### config.mk
export PLATFORM = sky130hd
export DESIGN_NAME = mips_multicycle_ctrl
export DESIGN_NICKNAME = d
export VERILOG_FILES = /design/src/rtl/mips_ctrl_pkg.sv /design/src/rtl/mc_ctrl_perf_counters.sv /design/src/rtl/mips_multicycle_ctrl.sv
export SDC_FILE = /design/constraint.sdc
export NUM_CORES = 1
export LEC_CHECK = 0
export CORE_ASPECT_RATIO = 0.7
export CORE_MARGIN = 3
export CORE_UTILIZATION = 32
export DETAILED_ROUTE_END_ITERATION = 8
export GPL_ROUTABILITY_DRIVEN = 0
export PLACE_DENSITY = 0.85
export SYNTH_ARGS = -nofsm -noshare
export SYNTH_HDL_FRONTEND = slang
export SYNTH_HIERARCHICAL = 1
export SYNTH_SLANG_ARGS = --single-unit
### constraint.sdc
create_clock -name clk -period 1.8 [get_ports clk]
set_clock_uncertainty 0.1 [all_clocks]
set_input_delay 0.27 -clock clk [delete_from_list [all_inputs] [get_ports clk]]
set_output_delay 0.27 -clock clk [all_outputs]
set_load 0.02 [all_outputs]
### src/rtl/mips_ctrl_pkg.sv
// Shared constants for the multicycle MIPS control FSM: opcodes, state encodings
// and the datapath select codes it drives.
package mips_ctrl_pkg;

  localparam logic [5:0] OP_RTYPE = 6'b000000;
  localparam logic [5:0] OP_LW    = 6'b100011;
  localparam logic [5:0] OP_SW    = 6'b101011;
  localparam logic [5:0] OP_BEQ   = 6'b000100;
  localparam logic [5:0] OP_BNE   = 6'b000101;
  localparam logic [5:0] OP_ADDI  = 6'b001000;
  localparam logic [5:0] OP_J     = 6'b000010;

  // Twelve live states; encodings 12..15 are unused and recover to FETCH.
  typedef enum logic [3:0] {
    S_FETCH   = 4'd0,
    S_DECODE  = 4'd1,
    S_MEMADR  = 4'd2,
    S_MEMRD   = 4'd3,
    S_MEMWB   = 4'd4,
    S_MEMWR   = 4'd5,
    S_EXEC_R  = 4'd6,
    S_RWB     = 4'd7,
    S_BRANCH  = 4'd8,
    S_ADDI_EX = 4'd9,
    S_ADDI_WB = 4'd10,
    S_JUMP    = 4'd11
  } state_t;

  localparam logic [1:0] ALU_ADD   = 2'b00;
  localparam logic [1:0] ALU_SUB   = 2'b01;
  localparam logic [1:0] ALU_FUNCT = 2'b10;

  localparam logic [1:0] SRCB_B       = 2'b00;
  localparam logic [1:0] SRCB_FOUR    = 2'b01;
  localparam logic [1:0] SRCB_IMM     = 2'b10;
  localparam logic [1:0] SRCB_IMM_SL2 = 2'b11;

  localparam logic [1:0] PCSRC_ALU    = 2'b00;
  localparam logic [1:0] PCSRC_ALUOUT = 2'b01;
  localparam logic [1:0] PCSRC_JUMP   = 2'b10;

endpackage

### src/rtl/mc_ctrl_perf_counters.sv
// Free-running cycle counter and retired-instruction counter, both wrapping
// modulo 2^CNT_W and cleared by the synchronous reset.
module mc_ctrl_perf_counters #(
  parameter int CNT_W = 32
) (
  input  logic             clk,
  input  logic             rst,
  input  logic             instr_done,
  output logic [CNT_W-1:0] cycle_cnt,
  output logic [CNT_W-1:0] instret_cnt
);

  logic [CNT_W-1:0] cycle_reg;
  logic [CNT_W-1:0] instret_reg;

  always_ff @(posedge clk) begin
    if (rst) begin
      cycle_reg   <= '0;
      instret_reg <= '0;
    end else begin
      cycle_reg <= cycle_reg + CNT_W'(1);
      if (instr_done)
        instret_reg <= instret_reg + CNT_W'(1);
    end
  end

  assign cycle_cnt   = cycle_reg;
  assign instret_cnt = instret_reg;

endmodule

### src/rtl/mips_multicycle_ctrl.sv
// Main control FSM for the multicycle MIPS datapath (Moore, memory-ready stalls).
// Performance counters are built only when MC_CTRL_PERF_EN is defined.
module mips_multicycle_ctrl
  import mips_ctrl_pkg::*;
#(
  parameter int CNT_W = 32
) (
  input  logic             clk,
  input  logic             rst,
  input  logic [5:0]       opcode,
  input  logic             mem_ready,
  output logic             pc_write,
  output logic             pc_write_cond,
  output logic             branch_ne,
  output logic             iord,
  output logic             mem_read,
  output logic             mem_write,
  output logic             ir_write,
  output logic             reg_dst,
  output logic             mem_to_reg,
  output logic             reg_write,
  output logic             alu_src_a,
  output logic [1:0]       alu_src_b,
  output logic [1:0]       alu_op,
  output logic [1:0]       pc_source,
  output logic             instr_done,
  output logic             illegal_op,
  output logic [CNT_W-1:0] cycle_cnt,
  output logic [CNT_W-1:0] instret_cnt
);

  state_t state_reg, state_next;

  logic pc_write_dec, pc_write_cond_dec, ir_write_dec;
  logic reg_write_dec, mem_write_dec, mem_read_dec;

  always_ff @(posedge clk) begin
    if (rst) state_reg <= S_FETCH;
    else     state_reg <= state_next;
  end

  always_comb begin
    state_next        = state_reg;
    pc_write_dec      = 1'b0;
    pc_write_cond_dec = 1'b0;
    ir_write_dec      = 1'b0;
    reg_write_dec     = 1'b0;
    mem_write_dec     = 1'b0;
    mem_read_dec      = 1'b0;
    branch_ne         = 1'b0;
    iord              = 1'b0;
    reg_dst           = 1'b0;
    mem_to_reg        = 1'b0;
    alu_src_a         = 1'b0;
    alu_src_b         = SRCB_B;
    alu_op            = ALU_ADD;
    pc_source         = PCSRC_ALU;
    instr_done        = 1'b0;
    illegal_op        = 1'b0;

    case (state_reg)
      S_FETCH: begin
        mem_read_dec = 1'b1;
        alu_src_b    = SRCB_FOUR;
        if (mem_ready) begin
          ir_write_dec = 1'b1;
          pc_write_dec = 1'b1;
          state_next   = S_DECODE;
        end
      end
      S_DECODE: begin
        // Branch target is computed speculatively here and parked in ALUOut.
        alu_src_b = SRCB_IMM_SL2;
        case (opcode)
          OP_LW, OP_SW:   state_next = S_MEMADR;
          OP_RTYPE:       state_next = S_EXEC_R;
          OP_BEQ, OP_BNE: state_next = S_BRANCH;
          OP_ADDI:        state_next = S_ADDI_EX;
          OP_J:           state_next = S_JUMP;
          default: begin
            illegal_op = 1'b1;
            state_next = S_FETCH;
          end
        endcase
      end
      S_MEMADR: begin
        alu_src_a  = 1'b1;
        alu_src_b  = SRCB_IMM;
        state_next = (opcode == OP_SW) ? S_MEMWR : S_MEMRD;
      end
      S_MEMRD: begin
        iord         = 1'b1;
        mem_read_dec = 1'b1;
        if (mem_ready) state_next = S_MEMWB;
      end
      S_MEMWB: begin
        reg_write_dec = 1'b1;
        mem_to_reg    = 1'b1;
        instr_done    = 1'b1;
        state_next    = S_FETCH;
      end
      S_MEMWR: begin
        iord          = 1'b1;
        mem_write_dec = 1'b1;
        if (mem_ready) begin
          instr_done = 1'b1;
          state_next = S_FETCH;
        end
      end
      S_EXEC_R: begin
        alu_src_a  = 1'b1;
        alu_op     = ALU_FUNCT;
        state_next = S_RWB;
      end
      S_RWB: begin
        reg_write_dec = 1'b1;
        reg_dst       = 1'b1;
        instr_done    = 1'b1;
        state_next    = S_FETCH;
      end
      S_BRANCH: begin
        alu_src_a         = 1'b1;
        alu_op            = ALU_SUB;
        pc_write_cond_dec = 1'b1;
        pc_source         = PCSRC_ALUOUT;
        branch_ne         = (opcode == OP_BNE);
        instr_done        = 1'b1;
        state_next        = S_FETCH;
      end
      S_ADDI_EX: begin
        alu_src_a  = 1'b1;
        alu_src_b  = SRCB_IMM;
        state_next = S_ADDI_WB;
      end
      S_ADDI_WB: begin
        reg_write_dec = 1'b1;
        instr_done    = 1'b1;
        state_next    = S_FETCH;
      end
      S_JUMP: begin
        pc_write_dec = 1'b1;
        pc_source    = PCSRC_JUMP;
        instr_done   = 1'b1;
        state_next   = S_FETCH;
      end
      default: state_next = S_FETCH;
    endcase
  end

  // Every state-changing strobe is killed while reset is held.
  assign pc_write      = pc_write_dec      & ~rst;
  assign pc_write_cond = pc_write_cond_dec & ~rst;
  assign ir_write      = ir_write_dec      & ~rst;
  assign reg_write     = reg_write_dec     & ~rst;
  assign mem_write     = mem_write_dec     & ~rst;
  assign mem_read      = mem_read_dec      & ~rst;

`ifdef MC_CTRL_PERF_EN
  mc_ctrl_perf_counters #(.CNT_W(CNT_W)) u_perf (
    .clk         (clk),
    .rst         (rst),
    .instr_done  (instr_done),
    .cycle_cnt   (cycle_cnt),
    .instret_cnt (instret_cnt)
  );
`else
  assign cycle_cnt   = '0;
  assign instret_cnt = '0;
`endif

endmodule

### Yosys cells after proc, flatten, opt, wreduce, memory -nomap -nowiden

Index checks and enable logic that the tools add are counted.

| operators by class | value |
|---|---|
| equal/unequal tests | 20 |
| mux-type cells | 24 |
| bitwise logic cells | 7 |
| reduce and logical (&&, ||, !) cells | 12 |

Operators by type and width:

| operator | count |
|---|---|
| 4-bit case mux with 7 select lines | 1 |
| 4-bit case mux with 5 select lines | 1 |
| 4-bit by 3-bit equality test with 1-bit output, second input constant | 4 |
| 4-bit equality test, second input constant | 4 |
| 1-bit two-way mux | 13 |
| 6-bit by 3-bit equality test with 1-bit output, second input constant | 2 |
| 6-bit equality test, second input constant | 2 |
| 4-bit two-way mux | 3 |
| 2-bit OR reduction | 5 |
| 4-bit by 2-bit equality test with 1-bit output, second input constant | 2 |
| 2-bit case mux with 2 select lines | 2 |
| 7-bit OR reduction | 1 |
| 1-bit AND | 6 |
| 6-bit by 2-bit equality test with 1-bit output, second input constant | 1 |
| 6-bit by 4-bit equality test with 1-bit output, second input constant | 1 |
| 6-bit logical NOT | 1 |
| 2-bit inequality test, second input constant | 3 |
| 2-bit case mux with 3 select lines | 1 |
| 5-bit OR reduction | 1 |
| 4-bit by 1-bit equality test with 1-bit output, second input constant | 1 |
| 4-bit logical NOT | 1 |
| 1-bit case mux with 2 select lines | 2 |
| 4-bit OR reduction | 1 |
| 3-bit two-way mux | 1 |
| other kinds (3) | 3 |

| word-level totals | value |
|---|---|
| bits in registers | 4 |
| input bits | 9 |
| output and inout port bits | 83 |
| logic and storage cells | 64 |

### Logic depth before layout (Yosys ltp)

Gate-level depths: netlist (run 1).

| depth | value |
|---|---|
| depth in word-level cells | 4 |
| depth in mapped cells | 5 |
| depth with buffers taken out | 3 |

### Least setup slack after synthesis (run 1)

OpenSTA, ideal clock, no wires.

| path | value |
|---|---|
| kind | register to output |
| from | register state_reg[1] |
| to | output illegal_op |
| arrival time | 1.420 ns |
| required time | 1.430 ns |
| path slack | 0.010 ns |
| stages on the path, launching flop included | 5 |
| path buffers | 1 |
| cells stage by stage | dfxtp_1 -> buf_2 -> nand2b_4 -> or3_1 -> nor3b_1 |

| on the way | value |
|---|---|
| word-level cells in the longest chain between the ends | 2 |

Ends and longest elaborated chain:

| what | RTL line | source |
|---|---|---|
| start, declared | mips_multicycle_ctrl.sv:32 | `state_t state_reg, state_next;` |
| start signal, assigned | mips_multicycle_ctrl.sv:39 | `else state_reg <= state_next;` |
| 4-bit by 1-bit equality test with 1-bit output | mips_multicycle_ctrl.sv:61 | `case (state_reg)` |
| 1-bit two-way mux | mips_multicycle_ctrl.sv:61 |  |
| end, declared | mips_multicycle_ctrl.sv:27 | `output logic illegal_op,` |

Every way passes these cells.

### Worst setup path in the final report (run 1)

| path | value |
|---|---|
| from | register state_reg[3] |
| to | output reg_write |

| on the way | value |
|---|---|
| word-level cells in the longest chain between the ends | 4 |
| elaborated cells on any way between the ends | 6 |
| those cells by class | eq/ne (3); mux (1); bitwise (1); reduce/logical (1) |

Ends and longest elaborated chain:

| what | RTL line | source |
|---|---|---|
| 4-bit equality test / 4-bit by 3-bit equality test with 1-bit output (equally long branches) | mips_multicycle_ctrl.sv:61 |  |
| 3-bit OR reduction (no source line) (*) | n/a |  |
| 1-bit two-way mux (*) | mips_multicycle_ctrl.sv:61 |  |
| 1-bit AND (*) | mips_multicycle_ctrl.sv:154 | `assign reg_write = reg_write_dec & ~rst;` |
| end, declared | mips_multicycle_ctrl.sv:21 | `output logic reg_write,` |

Mark *: on every way between the ends. The rest lies on a longest branch, timed or not.

==> results of run 1 <==
[synth_stat cells (2+ instances only)]
| cell type | n | share of area (%) |
|---|---|---|
| dfxtp_1 | 4 | 7.6 |
| o21ai_0 | 2 | 0.95 |
| nand2b_1 | 3 | 1.8 |
| and3_1 | 3 | 1.8 |
| a22oi_1 | 2 | 1.4 |
| buf_4 | 66 | 47 |
| inv_1 | 2 | 0.71 |
| nor2b_1 | 4 | 2.4 |
| a21oi_1 | 2 | 0.95 |
| a211oi_1 | 2 | 1.4 |
| nor3b_1 | 5 | 3.6 |
| nor2_1 | 9 | 3.2 |
| xnor2_1 | 3 | 2.5 |
| buf_2 | 3 | 1.4 |
| nand2_1 | 4 | 1.4 |
| nor3_1 | 8 | 3.8 |
[critical path, delay by kind of cell, from the launching register on]
family	cells	cell delay, ns
and+or+nand+nor	2	0.31
DFF	1	0.38
buffers and inverters	2	0.40
AOI/OAI and AO/OA	1	0.08
[layout by cell type, fill, tap and decap left out, types with 2 or more instances in the layout]
| cell type | Yosys | layout |
|---|---|---|
| a21oi_1 | 2 | 2 |
| nand2_1 | 4 | 3 |
| xnor2_1 | 3 | 2 |
| dlygate4sd2_1 | 0 | 4 |
| buf_4 | 66 | 33 |
| nand2b_1 | 3 | 2 |
| buf_2 | 3 | 8 |
| nor2b_2 | 0 | 2 |
| conb_1 | 1 | 64 |
| clkdlybuf4s50_1 | 0 | 2 |
| nand2b_4 | 1 | 2 |
| dfxtp_1 | 4 | 2 |
| and3_1 | 3 | 2 |
| nor3b_2 | 0 | 2 |
| nor3_1 | 8 | 7 |
| nor3b_1 | 5 | 3 |
| o21ai_0 | 2 | 2 |
| clkbuf_2 | 0 | 9 |
| nor2_1 | 9 | 8 |
| a211oi_1 | 2 | 2 |
| dfxtp_2 | 0 | 2 |
| clkbuf_8 | 0 | 3 |
| inv_1 | 2 | 2 |
[cells by family after synthesis]
| kind of cell | Yosys count |
|---|---|
| and+or+nand+nor | 47 |
| other | 1 |
| DFF | 4 |
| AOI/OAI and AO/OA | 15 |
| xor gates and xnor gates | 3 |
| buffers and inverters | 72 |
| muxes | 1 |
[what timing repair did]
item | CTS | global route
gates cloned | 0 | 0
endpoints found under the hold margin | 0 | 0
setup endpoints to repair | 19 | 15
pin swaps | 1 | 4
resized for setup | 68 | 32
[how the worst max path moves through the flow]
stage                       endpoint  slack [ns]  cells after the start
final                      reg_write        0.05                      5
after global routing       reg_write       -0.04                      5
after CTS                 illegal_op       -0.13                      5
after detailed placement  illegal_op       -0.64                      5
after global placement    illegal_op       -0.62                      5
after floorplan           illegal_op        0.01                      4
[per-layer routing]
metal,vias to the layer above,track usage [%],wire (um)
met5,-,0,0
met4,0,5.030,12
met3,2,2.052,207
met2,40,21.14,1431
met1,441,14.95,1050
li1,466,-,-
[power breakdown]
part           switching [mW]  leakage (nW)  internal [mW]
clock                  0.0449        0.0216          0.142
sequential            0.00239        0.0333         0.0917
combinational           0.196         0.685         0.0825
[cell type report]
cell class              count  area, um2  area share (%)
clock buffers               3      41.29           3.058
inverters                   2      7.507          0.5561
multi-input cells         130      762.0           56.44
flip-flops and latches      4      82.58           6.117
well taps                  36      45.04           3.336
repair buffers             58      411.6           30.49
[stage by stage]
step                setup WS (ns)  total power, mW  instance area (um2)  utilization [%]  cells
global route             -0.03677           0.5966                 1350            45.57    233
floorplan                 0.01031           0.3768                 1287                -    206
global placement          -0.6217           0.3633                 1321            44.59    230
finish                    0.04678           0.5600                 1350            45.57    233
detailed placement        -0.6381           0.3662                 1321            44.59    230
CTS                       -0.1281           0.5599                 1383            46.66    233
==> reports/results.tsv, run 1 <==
metric	value	unit
setup TNS	0	ns
most used flip-flop cell after synthesis	dfxtp_1	
CTS tree	built	
port bufs	27	
max-slew violations	0	
Worst Setup SP	state_reg[3]$_SDFFE_PP0P_	
final-report hold violation count	0	
Distinct cells, synth	37	
maximum vdd ir drop	0.0002034	V
H-tree level count	1	
initial drt markers	28	
mean post-synth cell area	7.350	um2
vias	949	
CTS Hold Bufs	0	
Worst setup EP type	primary output	
crit share post-route	97.40	%
worst reg2reg setup slack	0.30	ns
EDFF count, synth	0	
Yosys reg bits	4	
max incr delay on CP	0.38	ns
sequential area share after synthesis	7.619	%
synth warn	6	
Worst R2R End	state_reg[1]$_SDFFE_PP0P_	
GRT Residual Overflow	0	
ratio of cells with drive above 1 in the final layout	38.58	%
Max Cap Viol	0	
slowest cell on the critical path	dfxtp_1	
Cell Area, Synth	1051	um2
FFs w/ async S/R, synth	0	%
Core Area	2963	um2
Hold Path End	state_reg[0]$_SDFFE_PP0P_	
hold_ws	0.4210	ns
Synth Area in Compound Gates	11.43	%
Post-Synth Adder-Cell Area	0	%
largest family of logic cells by synthesized area	buffers and inverters	
Chip Width	74.50	um
Routed WL per cell	11.60	um
Post-Syn Instances	143	
drt first pass iters	4	
Area growth syn-to-layout	28.45	%
RSZ-0062 raised after global routing	yes	
largest net degree at the start of global routing	10	
first-pass GRT wire length	3705	um
vias in the first global route	785	
max reg flops	4	
post-DP HPWL	2144	um
final WL	2702	um
Worst Setup Start Kind	register	
Final Setup Violations	0	
Tmin final	1.753	ns
Inserted Diodes	0	
vias per cell	4.073	
# rows	16	
initial antenna violation count	0	
f_max	570.4	MHz
Final ANT Viol Nets	0	
Setup Buffers After CTS	0	
Remaining DRCs	0	
crit path cell chain	nor2b_2, buf_4, a22oi_1, nor2_1, clkdlybuf4s15_2	
worst skew pair latency	0.21	ns
cts bufs inserted	3	
Crit Reg-Reg Startpoint	state_reg[0]$_SDFFE_PP0P_	
Starting Density	35.47	%
Die Y-Extent	53.95	um
Synth Area in XOR/XNOR	2.500	%
post-synthesis simple-gate area fraction	27.38	%
R2R cell count	5	
Die ar.	4019	um2
Total Routing Usage GR	12.16	%
outcome	finished, final reports clean	
Clk pin slew, worst setup/hold paths	0.03	ns
Worst Hold Launch	opcode[2]	
Leak	0.7403	nW
Clock Tree Buf Depth	2	
hold crit path type	in2reg	
# IOs	92	
Worst Path Max Fanout	4	
Root Driver	clkbuf_8	
clock sink count	4	
pwr dens	414.8	nW/um2
Setup Crit Path Kind	reg2out	
Nets	208	
mux cell area share after synthesis	1.071	%
CP required	1.43	ns
WP data arrival	1.38	ns
Fillers	322	
Hold Path Stages	5	
Note: power is estimated with default switching activity, not from simulation.
==> run 2, diff against run 1 <==
--- a/config.mk
+++ b/config.mk
@@ -6,11 +6,11 @@
 export NUM_CORES = 1
 export LEC_CHECK = 0
 export CORE_ASPECT_RATIO = 0.7
-export CORE_MARGIN = 3
+export CORE_MARGIN = 2
 export CORE_UTILIZATION = 32
 export DETAILED_ROUTE_END_ITERATION = 8
 export GPL_ROUTABILITY_DRIVEN = 0
-export PLACE_DENSITY = 0.85
+export PLACE_DENSITY = 0.79
 export SYNTH_ARGS = -nofsm -noshare
 export SYNTH_HDL_FRONTEND = slang
 export SYNTH_HIERARCHICAL = 1
==> reports/results.tsv, run 2 (synthesis gave the netlist of run 1 again) <==
metric	value	unit	change
RSZ-0062 raised after global routing	yes		
f_max	562.8	MHz	-1.3%
Die ar.	3766	um2	-6.3%
largest net degree at the start of global routing	8		-2
Total Routing Usage GR	10.97	%	-1.2 points
outcome	finished, final reports clean		
Final Setup Violations	0		unchanged
Starting Density	33.39	%	-2.1 points
leading cell type in the layout, fill and taps excluded	conb_1		
CP required	1.43	ns	about the same
final-report hold violation count	0		unchanged
Max Cap Viol	0		unchanged
final WL	2342	um	-13%
# IOs	92		unchanged
Remaining DRCs	0		unchanged
Root Driver	clkbuf_8		
Leak	0.7605	nW	+2.7%
Clock Tree Buf Depth	2		unchanged
H-tree level count	1		unchanged
GRT Residual Overflow	0		unchanged
max reg flops	4		unchanged
first-pass GRT wire length	3222	um	-13%
ratio of cells with drive above 1 in the final layout	38.69	%	+0.11 points
Setup Buffers After CTS	0		unchanged
post-DP HPWL	1878	um	-12%
Core Area	3148	um2	+6.3%
worst skew pair latency	0.21	ns	about the same
Sequential Area	81.33	um2	-1.5%
Final Cell Area	1373	um2	+1.7%
cts bufs inserted	3		unchanged
Worst Slack Setup Final	0.02325	ns	-0.02353 ns
Worst Setup Start Kind	input port		
clock sink count	4		unchanged
maximum vdd ir drop	0.0002691	V	+32%
placed cells	234		+1.7%
Routed WL per cell	9.882	um	-15%
pwr dens	400.5	nW/um2	-3.4%
Nets	210		+0.96%
crit share post-route	98.71	%	+1.3 points
Chip Width	72.50	um	-2.7%
Setup Crit Path Kind	in2out		
area of the multi-input gates	759.5	um2	-0.33%
vias in the first global route	729		-7.1%
Inserted Diodes	0		unchanged
drt first pass iters	4		unchanged
Die Y-Extent	51.95	um	-3.7%
Clk pin slew, worst setup/hold paths	0.03	ns	about the same
max-slew violations	0		unchanged
# rows	17		+1
CTS tree	built		
port bufs	27		unchanged
CTS Hold Bufs	0		unchanged
initial antenna violation count	0		unchanged
share of the core filled with cells	43.60	%	-2.0 points
Worst Path Max Fanout	3		-1
Placement Setup Slack	-0.6354	ns	+0.002765 ns
Area growth syn-to-layout	30.60	%	
vias	947		-0.21%
hold crit path type	in2reg		
WP data arrival	1.41	ns	+0.03 ns
Final ANT Viol Nets	0		unchanged
initial drt markers	41		+46%
Fillers	341		+5.9%
placed cell areas	1339	um2	+1.3%
vias per cell	3.996		-1.9%
Tmin final	1.777	ns	+0.02353 ns
Worst setup EP type	primary output		
Non-Filler Instances	237		+1.7%
commonest cells after routing, fill and taps aside	conb_1 (64), buf_4 (37), buf_2 (9)		
-- run 2: power breakdown --
group | leakage [nW] | switching [mW] | total, mW | internal (mW)
clock | 0.0216 | 0.0421 | 0.184 | 0.142
sequential | 0.0330 | 0.00253 | 0.0940 | 0.0914
combinational | 0.706 | 0.191 | 0.271 | 0.0803
total | 0.760 | 0.236 | 0.550 | 0.314
-- run 2: path summary, 6_finish.rpt --
path	from	endpoint	slack, ns	cells past startpoint
worst min-delay path	opcode[0]	state_reg[0]$_SDFFE_PP0P_	0.45	5
worst max register to register	state_reg[1]$_SDFFE_PP0P_	state_reg[2]$_SDFFE_PP0P_	0.27	5
worst min register to register	state_reg[0]$_SDFFE_PP0P_	state_reg[3]$_SDFFE_PP0P_	0.58	2
worst max-delay path	opcode[2]	illegal_op	0.02	5
-- run 2: per-stage QoR --
stage | power, mW | hold WS [ns] | setup TNS, ns
global placement | 0.3601 | 0.5543 | -3.713
detailed placement | 0.3618 | 0.5727 | -3.980
finish | 0.5497 | 0.4533 | 0
global route | 0.5838 | 0.4771 | -0.006284
CTS | 0.5463 | 0.5673 | -0.1207
floorplan | 0.3768 | 0.3549 | 0
-- run 2: area by class of cell --
type / count / area share (%)
Multi-Input combinational cell: 130 / 55.33
Timing Repair Buffer: 60 / 31.72
Tap cell: 38 / 3.464
Sequential cell: 4 / 5.925
Inverter: 2 / 0.5469
Clock buffer: 3 / 3.008
-- run 2: critical path: stages --
cell and delay, ns:
dlygate4sd2_1 0.23, or3b_4 0.42, o32ai_4 0.25, nor3b_2 0.07, buf_4 0.16
-- run 2: metal layers --
| layer | routed length (um) | vias to the layer above | GRT usage (%) | share of wire (%) |
|---|---|---|---|---|
| met4 | 18 | 0 | 3.704 | 0.77 |
| li1 | - | 468 | - | - |
| met1 | 1022 | 428 | 14.17 | 44 |
| met3 | 192 | 2 | 2.713 | 8.2 |
| met2 | 1109 | 49 | 17.89 | 47 |
| met5 | 0 | - | 0 | 0 |
-- run 2: what timing repair did --
| action | in CTS | in global routing |
|---|---|---|
| endpoints found under the setup margin | 19 | 18 |
| pin swaps | 1 | 3 |
| resized for setup | 68 | 35 |
==> run 3, diff against run 2 <==
--- a/config.mk
+++ b/config.mk
@@ -11,6 +11,8 @@
 export DETAILED_ROUTE_END_ITERATION = 8
 export GPL_ROUTABILITY_DRIVEN = 0
 export PLACE_DENSITY = 0.79
+export SKIP_CTS_REPAIR_TIMING = 1
+export SLEW_MARGIN = 20
 export SYNTH_ARGS = -nofsm -noshare
 export SYNTH_HDL_FRONTEND = slang
 export SYNTH_HIERARCHICAL = 1
==> reports/results.tsv, run 3 (synthesis gave the netlist of run 1 again) <==
metric	value	unit	change
RSZ-0062 raised after global routing	yes		
vias	946		-0.11%
# IOs	92		unchanged
WP data arrival	1.54	ns	+0.13 ns
Nets	211		+0.48%
vias in the first global route	732		+0.41%
hold crit path type	in2reg		
Max Cap Viol	0		unchanged
crit share post-route	105.9	%	+7.2 points
# rows	17		unchanged
CTS tree	built		
GRT Residual Overflow	0		unchanged
Leak	0.8753	nW	+15%
f_max	524.7	MHz	-6.8%
Final ANT Viol Nets	0		unchanged
vias per cell	3.975		-0.53%
Non-Filler Instances	238		+0.42%
Clock Tree Buf Depth	2		unchanged
maximum vdd ir drop	0.0002406	V	-11%
CP required	1.43	ns	about the same
first-pass GRT wire length	3215	um	-0.22%
Routed WL per cell	9.924	um	+0.43%
ratio of cells with drive above 1 in the final layout	33.50	%	-5.2 points
initial antenna violation count	0		unchanged
pwr dens	387.6	nW/um2	-3.2%
Worst setup EP type	primary output		
port bufs	27		unchanged
Worst Path Max Fanout	2		-1
max-slew violations	0		unchanged
Chip Width	72.50	um	unchanged
Tmin final	1.906	ns	+0.1290 ns
max reg flops	4		unchanged
placed cells	234		unchanged
cts bufs inserted	3		unchanged
initial drt markers	51		+24%
Inserted Diodes	0		unchanged
failing checks	negative setup slack		
worst skew pair latency	0.21	ns	about the same
post-DP HPWL	1878	um	unchanged
Worst Slack Setup Final	-0.1057	ns	-0.1290 ns
Area growth syn-to-layout	35.36	%	
Total Routing Usage GR	10.93	%	-0.041 points
commonest cells after routing, fill and taps aside	conb_1 (64), buf_4 (36), dlymetal6s2s_1 (11)		
final WL	2362	um	+0.85%
Final Setup Violations	1		+1
Root Driver	clkbuf_8		
Starting Density	33.39	%	unchanged
Remaining DRCs	0		unchanged
final-report hold violation count	0		unchanged
Die Y-Extent	51.95	um	unchanged
Die ar.	3766	um2	unchanged
Worst Setup Start Kind	input port		
outcome	finished with violations		
clock sink count	4		unchanged
leading cell type in the layout, fill and taps excluded	conb_1		
H-tree level count	1		unchanged
drt first pass iters	4		unchanged
Clk pin slew, worst setup/hold paths	0.03	ns	about the same
share of the core filled with cells	45.19	%	+1.6 points
Power, Total	551.4	uW	+0.30%
largest net degree at the start of global routing	8		unchanged
setup TNS	-0.1057	ns	-0.1057 ns
Core Area	3148	um2	unchanged
Setup Crit Path Kind	in2out		
## run 3: cell types whose count changed in the layout (fill, tap and decap cells not counted), moves of 2 or more
| cell | before | now |
|---|---|---|
| nor3b_1 | 3 | 5 |
| dlymetal6s2s_1 | 2 | 11 |
| dlygate4sd2_1 | 3 | 0 |
| buf_2 | 9 | 4 |
| nor3b_2 | 2 | 0 |
## run 3: cell type report
class                   count  area (um2)
repair buffers             61       499.2
clock buffers               3       41.29
inverters                   2       7.507
fillers                   334        1725
well taps                  38       47.55
flip-flops and latches      4       81.33
multi-input cells         130       745.7
## run 3: critical path, cell delays in order
cell	delay, ns
clkdlybuf4s50_1	0.42
or4_4	0.49
o32ai_4	0.12
nor3b_1	0.07
buf_2	0.16
## run 3: worst paths after layout
| path | depth (start not counted) | slack [ns] | startpoint | end |
|---|---|---|---|---|
| min reg2reg | 2 | 0.58 | state_reg[0]$_SDFFE_PP0P_ | state_reg[3]$_SDFFE_PP0P_ |
| max | 5 | -0.11 | opcode[4] | illegal_op |
| max reg2reg | 5 | 0.29 | state_reg[1]$_SDFFE_PP0P_ | state_reg[2]$_SDFFE_PP0P_ |
| min | 5 | 0.47 | opcode[2] | state_reg[0]$_SDFFE_PP0P_ |
## run 3: per-layer routing
layer / wire length [um] / vias to the layer above / global-route usage [%]
met2: 1138 / 45 / 18.04
met5: 0 / - / 0
met3: 189 / 2 / 2.519
li1: - / 469 / -
met4: 18 / 0 / 3.704
met1: 1015 / 430 / 14.06
## run 3: through the flow
step	hold WS, ns	setup slack, ns	cell area (um2)
finish	0.4726	-0.1057	1423
detailed placement	0.5727	-0.6354	1339
floorplan	0.3549	0.01031	1287
CTS	0.5781	-0.6370	1380
global route	0.4823	-0.1537	1423
global placement	0.5543	-0.5980	1339
## run 3: where the power goes
group          switching (mW)  internal (mW)
clock                  0.0421          0.142
combinational           0.191         0.0819
sequential            0.00253         0.0914
